## config.mk

```make
export PLATFORM = sky130hd
export DESIGN_NAME = vram_write_arbiter
export DESIGN_NICKNAME = d
export VERILOG_FILES = /design/src/rtl/vram_write_arbiter.sv
export SDC_FILE = /design/constraint.sdc
export NUM_CORES = 1
export LEC_CHECK = 0
export CAP_MARGIN = 20
export CORE_MARGIN = 10
export CORE_UTILIZATION = 25
export DETAILED_ROUTE_END_ITERATION = 6
export GPL_TIMING_DRIVEN = 1
export HOLD_SLACK_MARGIN = 0.06
export MAX_ROUTING_LAYER = met4
export PLACE_DENSITY_LB_ADDON = 0.25
export SYNTH_ARGS = -nofsm -noshare
export SYNTH_HDL_FRONTEND = slang
export SYNTH_SLANG_ARGS = --single-unit
```

## constraint.sdc

```tcl
create_clock -name clk -period 3.4 [get_ports clk]
set_input_delay 1.02 -clock clk [delete_from_list [all_inputs] [get_ports clk]]
set_output_delay 1.02 -clock clk [all_outputs]
set_load 0.03 [all_outputs]
```

## src/rtl/vram_write_arbiter.sv

```systemverilog
// vram_write_arbiter: shares the VRAM write port between buffered CPU
// stores and a constant-colour linear fill engine, one write per clock,
// round-robin under contention.
//
// Fill engine states:
//   state  | meaning
//   IDLE   | waiting for fill_start; fill inputs latched on start
//   RUN    | requesting one fill write per grant, address wraps at end of VRAM
//   DONE   | one-cycle fill_done pulse, then back to IDLE
module vram_write_arbiter #(
    parameter int FIFO_DEPTH = 4,
    parameter int VRAM_WORDS = 76800
) (
    input  logic        clk,
    input  logic        rst,
    input  logic        cpu_wr,
    input  logic [17:0] cpu_addr,
    input  logic [11:0] cpu_data,
    output logic        cpu_full,
    output logic        cpu_ovf,
    input  logic        fill_start,
    input  logic [17:0] fill_base,
    input  logic [17:0] fill_len,
    input  logic [11:0] fill_color,
    output logic        fill_busy,
    output logic        fill_done,
    output logic        vram_we,
    output logic [17:0] vram_addr,
    output logic [11:0] vram_data
);

    localparam int PTR_W = (FIFO_DEPTH > 1) ? $clog2(FIFO_DEPTH) : 1;
    localparam int CNT_W = $clog2(FIFO_DEPTH + 1);
    localparam logic [CNT_W-1:0] DEPTH_C   = CNT_W'(FIFO_DEPTH);
    localparam logic [17:0]      LAST_ADDR = 18'(VRAM_WORDS - 1);

    localparam logic [1:0] S_IDLE = 2'd0;
    localparam logic [1:0] S_RUN  = 2'd1;
    localparam logic [1:0] S_DONE = 2'd2;

    logic [29:0]      fifo_mem [FIFO_DEPTH];
    logic [PTR_W-1:0] wr_ptr_q, wr_ptr_d, rd_ptr_q, rd_ptr_d;
    logic [CNT_W-1:0] count_q, count_d;
    logic             full_q, full_d;
    logic             ovf_q, ovf_d;

    logic [1:0]       state_q, state_d;
    logic [17:0]      fill_addr_q, fill_addr_d;
    logic [17:0]      fill_rem_q, fill_rem_d;
    logic [11:0]      fill_col_q, fill_col_d;

    // 1 = CPU took the last grant; reset value 0 (fill) lets the CPU win first
    logic             last_cpu_q, last_cpu_d;
    logic             we_q, we_d;
    logic [17:0]      addr_q, addr_d;
    logic [11:0]      data_q, data_d;

    logic             push, cpu_pend, fill_pend, grant_cpu, grant_fill;
    logic [29:0]      fifo_head;

    assign push       = cpu_wr && !full_q;
    assign cpu_pend   = (count_q != '0);
    assign fill_pend  = (state_q == S_RUN);
    assign grant_cpu  = cpu_pend && (!fill_pend || !last_cpu_q);
    assign grant_fill = fill_pend && !grant_cpu;
    assign fifo_head  = fifo_mem[rd_ptr_q];

    // CPU FIFO pointers, occupancy, full and sticky overflow
    always_comb begin
        wr_ptr_d = push ? wr_ptr_q + PTR_W'(1) : wr_ptr_q;
        rd_ptr_d = grant_cpu ? rd_ptr_q + PTR_W'(1) : rd_ptr_q;
        count_d  = count_q;
        case ({push, grant_cpu})
            2'b10:   count_d = count_q + CNT_W'(1);
            2'b01:   count_d = count_q - CNT_W'(1);
            default: count_d = count_q;
        endcase
        full_d = (count_d == DEPTH_C);
        ovf_d  = ovf_q | (cpu_wr && full_q);
    end

    // Fill engine next state; inputs are only sampled on an accepted start
    always_comb begin
        state_d     = state_q;
        fill_addr_d = fill_addr_q;
        fill_rem_d  = fill_rem_q;
        fill_col_d  = fill_col_q;
        case (state_q)
            S_IDLE: begin
                if (fill_start) begin
                    fill_addr_d = fill_base;
                    fill_rem_d  = fill_len;
                    fill_col_d  = fill_color;
                    state_d     = (fill_len == 18'd0) ? S_DONE : S_RUN;
                end
            end
            S_RUN: begin
                if (grant_fill) begin
                    fill_addr_d = (fill_addr_q >= LAST_ADDR) ? 18'd0 : fill_addr_q + 18'd1;
                    fill_rem_d  = fill_rem_q - 18'd1;
                    if (fill_rem_q == 18'd1) begin
                        state_d = S_DONE;
                    end
                end
            end
            S_DONE:  state_d = S_IDLE;
            default: state_d = S_IDLE;
        endcase
    end

    // Write port mux and round-robin bookkeeping; address/data hold when idle
    always_comb begin
        we_d       = grant_cpu | grant_fill;
        addr_d     = addr_q;
        data_d     = data_q;
        last_cpu_d = last_cpu_q;
        if (grant_cpu) begin
            addr_d     = fifo_head[29:12];
            data_d     = fifo_head[11:0];
            last_cpu_d = 1'b1;
        end else if (grant_fill) begin
            addr_d     = fill_addr_q;
            data_d     = fill_col_q;
            last_cpu_d = 1'b0;
        end
    end

    // FIFO storage; contents are meaningless once the pointers reset
    always_ff @(posedge clk) begin
        if (push) begin
            fifo_mem[wr_ptr_q] <= {cpu_addr, cpu_data};
        end
    end

    // State registers
    always_ff @(posedge clk or posedge rst) begin
        if (rst) begin
            wr_ptr_q    <= '0;
            rd_ptr_q    <= '0;
            count_q     <= '0;
            full_q      <= 1'b0;
            ovf_q       <= 1'b0;
            state_q     <= S_IDLE;
            fill_addr_q <= '0;
            fill_rem_q  <= '0;
            fill_col_q  <= '0;
            last_cpu_q  <= 1'b0;
            we_q        <= 1'b0;
            addr_q      <= '0;
            data_q      <= '0;
        end else begin
            wr_ptr_q    <= wr_ptr_d;
            rd_ptr_q    <= rd_ptr_d;
            count_q     <= count_d;
            full_q      <= full_d;
            ovf_q       <= ovf_d;
            state_q     <= state_d;
            fill_addr_q <= fill_addr_d;
            fill_rem_q  <= fill_rem_d;
            fill_col_q  <= fill_col_d;
            last_cpu_q  <= last_cpu_d;
            we_q        <= we_d;
            addr_q      <= addr_d;
            data_q      <= data_d;
        end
    end

    assign cpu_full  = full_q;
    assign cpu_ovf   = ovf_q;
    assign fill_busy = (state_q == S_RUN);
    assign fill_done = (state_q == S_DONE);
    assign vram_we   = we_q;
    assign vram_addr = addr_q;
    assign vram_data = data_q;

endmodule

```

; ---- After elaboration in Yosys (flattened, before gate mapping)
; Memories as Yosys holds them, arrays and structs flattened.
; Index checks and enable logic that the tools add are counted.
[word_totals]
register_bits = 91
ramBits = 120
input_bits = 82
output_inout_bits = 35
elab_cells = 70
n_memories = 1
[mem_list]
columns = name, words, width, rd, rd_clocked_by_memory_dff, write_ports, line_no
row1 = fifo_mem, 4, 30, 1, 0, 1, 41  ; logic [29:0] fifo_mem [FIFO_DEPTH];
[classes]
add_sub_neg = 6
magnitude_cmp = 1
eq_ne = 9
mux = 21
bitwise = 2
reduce_logical = 17
[ops]
columns = cell, n
row1 = $mux 18, 7
row2 = $pmux 18 s2, 2
row3 = $mux 12, 2
row4 = $add 18x1->18 const B, 1
row5 = $eq 18x1->1 const B, 1
row6 = $ge 18x17->1 const B, 1
row7 = $logic_not 18->1, 1
row8 = $sub 18x1->18 const B, 1
row9 = $mux 2, 4
row10 = $pmux 3 s2, 1
row11 = $reduce_and 3->1, 2
row12 = $add 2x1->2 const B, 2
row13 = $eq 2x1->1 const B, 2
row14 = $eq 2x2->1 const B, 2
row15 = $logic_and 1x1->1, 4
row16 = $logic_not 1->1, 4
row17 = $mux 1, 4
row18 = $ne 2x1->1 const B, 2
row19 = $pmux 2 s2, 1
row20 = $reduce_bool 2->1, 2
row21 = $add 3x1->3 const B, 1
row22 = $eq 3x3->1 const B, 1
row23 = $reduce_bool 3->1, 1
row24 = $sub 3x1->3 const B, 1
row25 = 5 further kinds, 6

; ---- Depth between registers and ports, before layout
[depth]
ltp_word = 8
ltp_mapped = 9
mapped_depth_nobuf = 9

; ---- Worst setup path before layout
; Ideal clock, no wire load.
[synth_timing]
path_type = input -> register
start = input cpu_wr
end = register full_q (netlist: cpu_full)
setup_ns = 0.088
arrival_ns = 2.554
t_required_ns = 3.312
slack_ns = 0.758
path_stages = 9
n_path_buf = 1
path_cell_list = nor2b_1 clkbuf_1 inv_1 ha_1 fa_1 xnor2_1 nor2_1 xor2_1 nor3b_1
[synth_via]
elab_chain_len = 4
word_cells_on_any_way = 5
classes_between = eq/ne: 3 / mux: 1 / reduce/logical: 1
[synth_rtl]
columns = item, line_no
row1 = "start, declared", 16  ; input logic cpu_wr,
row2 = $logic_and 1x1->1 (*), 61  ; assign push = cpu_wr && !full_q;
row3 = $eq 2x1->1 / $eq 2x2->1 (equally long branches), 73  ; case ({push, grant_cpu})
row4 = $pmux 3 s2 (*), 73
row5 = via count_d[2], 43  ; logic [CNT_W-1:0] count_q, count_d;
row6 = $eq 3x3->1 (*), 78  ; full_d = (count_d == DEPTH_C);
row7 = via full_d, 44  ; logic full_q, full_d;
row8 = "end signal, assigned", 155  ; full_q <= full_d;
row9 = "end, declared", 44
; The timed path passes the listed nets; every way through them passes the cells marked *.
; A chain may end at the register's enable or synchronous reset.

; ---- Worst setup path in the final report
[layout_timing]
start = register state_q[1]
end = output fill_busy
[layout_via]
elab_chain_len = 1
[layout_rtl]
columns = item, line_no
row1 = "start, declared", 47  ; logic [1:0] state_q, state_d;
row2 = "start signal, assigned", 157  ; state_q <= state_d;
row3 = $eq 2x1->1, 170  ; assign fill_busy = (state_q == S_RUN);
row4 = "end, declared", 25  ; output logic fill_busy,
; No other way between the ends.

==> flow_summary_export.csv <==
group,metric,value,unit
die,die_area,43600,um2
logic_synthesis,yosysMostFrequentCell,"edfxtp_1",
global_routing,grt_usage,0.118,
die,core.rowCount,69,
die,ios,117,
hold_path,min_delay_path_depth,1,
logic_synthesis,synthCells,661,
logic_synthesis,synthArstFlopShare,0.431,
power,p_total,11400,uW
die,coreArea,35400,um2
timing,fin_crit_sh,0.873,
routing,routed_wl,25700,um
setup_path,worstPathArrival,1950,ps
placement,place_ws,301,ps
setup_path,r2r_start,"fill_addr_q[0]$_DFFE_PP0P_",
power,leakage,0.00424,uW
logic_synthesis,yosys_register_bits,211,
logic_synthesis,synth_top_area_share,0.404,
routing,met1_length,12000,um
global_routing,grt_pass1_vias,6302,
cts,cts_tree,"built",
timing,setup_viol,0,
routing,firstDrtPassIters,4,
routing,drtAntennaViolNets,0,
timing,setup_tns,0,ps
setup_path,cp.required,2380,ps
placement,gp_congestion,0.817,
placement,port-buffer-count,116,
global_routing,grt_max_degree,39,
hold_path,hold_start,"cpu_ovf$_DFF_PP0_",
cts,cts_buffers,25,
setup_path,timing_worst_setup_path_type,"flip-flop to output port",
logic_synthesis,ys_types,59,
logic_synthesis,synth_area_leader_cell,"edfxtp_1",
logic_synthesis,synth_edf_count,120,
timing,worstMarginPinSlew,903,ps
die,die_w,209,um
timing,max-slew-margin-rel,0.398,
logic_synthesis,synthFlopType,"edfxtp_1",
setup_path,ff2ff_setup_slack,820,ps
timing,fin_crit,2970,ps
logic_synthesis,synthesis.area,8920,um2
logic_synthesis,ys_warn_count,0,
run_status,status,"complete, no violations",
cells_and_area,drive_gt1_frac,0.142,
setup_path,cp-start-kind,"flip-flop",
logic_synthesis,synth-seq-area-share,0.659,
die,start_util,0.252,
cts,post_cts_resized,0,
hold_path,hold_end,"cpu_ovf$_DFF_PP0_",
logic_synthesis,syn_nets,752,
routing,wire_per_inst,20.1,um
timing,rsz0062_at_grt,"no",
cts,htreeDepth,1,
logic_synthesis,synth.avg_cell_area,13.5,um2
logic_synthesis,synth_common_cells,"edfxtp_1 (120), dfrtp_1 (91), nor2_1 (72)",
cts,clk_path_buf_depth,3,
cells_and_area,design_area,11600,um2
cells_and_area,fin_nets,890,
global_routing,antenna_found_initial,1,
cells_and_area,area_growth,30.5,%
setup_path,r2r_cells,6,
cts,clk_latency,520,ps
cts,ctsHoldBuffers,0,
cts,postCtsSetupBuffers,0,
routing,vias_per_cell,4.67,
flow_run,timing.max_cap.violations,0,
cts,cts_sinks,211,
routing,top_layer,"met4",
cts,root_buffer,"clkbuf_16",
timing,skew,19.0,ps
setup_path,reg2reg_to,"fill_addr_q[3]$_DFFE_PP0P_",
cts,path_clk_slew,60,ps
timing,fmax,0.337,GHz
timing,setup_ws,431,ps
timing,hold_viol_final,0,
setup_path,end_kind,"output port",
routing,dr.first_iter.drc_count,303,
logic_synthesis,ys_top_cells_by_area,"edfxtp_1 (40%), dfrtp_1 (26%), mux4_2 (7.6%)",
routing,met2_wirelength,11900,um
routing,dr_wl_met3,1560,um
power,ir_drop,0.000418,V
die,dieHeight,209,um
placement,placed_cell_area,10800,um2
routing,drcViolationCount,0,
placement,dp_hpwl,17700,um
routing,num_vias,5979,
global_routing,grt_first_pass_wirelength,39300,um
power,p_per_area,980,nW/um2
setup_path,worst-path-max-fanout,5,
global_routing,grt.overflow.total,0,
hold_path,hold_path.class,"flip-flop to flip-flop",
timing,slew_viol_final,0,
-- where the power goes --
group	leakage, uW	switching, uW	total (uW)	internal [uW]
clock	0.000395	1080	2720	1650
sequential	0.00218	708	4270	3570
combinational	0.00167	2530	4420	1890
total	0.00424	4310	11400	7100
-- routing by layer --
metal | up-vias | global-route usage
li1 | 2807 | -
met1 | 3004 | 0.158
met2 | 143 | 0.181
met3 | 25 | 0.0264
met4 | 0 | 0.0228
met5 | - | -
-- sequential cells by signal (all words and copies together), names as in the netlist --
signal,flops
last_cpu_q,1
vram_we,1
wr_ptr_q,2
cpu_ovf,1
count_q,3
fill_addr_q,18
fifo_mem,120
cpu_full,1
state_q,2
fill_rem_q,18
vram_data,12
rd_ptr_q,2
fill_col_q,12
vram_addr,18
-- how the worst max path moves through the flow --
| stage | from | to | cells past startpoint |
|---|---|---|---|
| floorplan | rst | count_q[0]$_DFF_PP0_ | 1 |
| CTS | state_q[0]$_DFFE_PP0P_ | fill_busy | 4 |
| detailed placement | cpu_wr | cpu_full$_DFF_PP0_ | 9 |
| global route | state_q[0]$_DFFE_PP0P_ | fill_busy | 4 |
| global placement | cpu_wr | cpu_full$_DFF_PP0_ | 9 |
| finish | state_q[1]$_DFFE_PP0P_ | fill_busy | 3 |
-- logic make-up (layout without fill, tap and decap cells) --
group                      after synthesis  after routing  synth area share
AOI/OAI and AO/OA                      149            149             0.111
xor gates and xnor gates                 6              6           0.00589
adders and majority gates                9              9            0.0135
buffers and inverters                   57            213            0.0269
DFF                                    211            211             0.659
muxes                                   36             36            0.0827
other                                    0              1                 0
and+or+nand+nor                        193            193             0.101
-- worst max-delay path: stages, from the launching register on --
cell and delay [ps]:
dfrtp_1 460, nand2b_1 200, clkinv_1 90, clkdlybuf4s50_1 680
-- metrics by stage --
stage               hold slack (ps)  utilization  std cells
finish                          463        0.329       1279
global route                    498        0.329       1279
CTS                             470        0.329       1278
detailed placement              455        0.305       1233
global placement                449        0.305       1233
floorplan                       446            -        661
-- layout by cell type (no fill, tap or decap), drive strengths merged, types with 4 or more instances in the layout --
cell type	instances
clkinv	13
xnor2	5
ha	8
and2	5
a21oi	36
nand2	51
bufinv	4
o22ai	39
nor4	8
edfxtp	120
buf	29
dfrtp	91
clkinvlp	5
a22o	11
inv	21
nand4	5
o21ai	28
a31o	4
mux2i	4
clkbuf	25
nor4b	4
nand3	14
nor2	72
mux4	30
clkdlybuf4s50	116
nor3	10
and3	10
-- cell type report --
type	instances	area, um2
tap	461	577
clock buffer	25	626
sequential	211	5880
fill	3513	23800
clock inverter	20	213
multi-input combinational	393	2830
timing repair buffer	145	1430
antenna	1	2.50
inverter	23	88.8
Note: power is estimated with default switching activity, not from simulation.
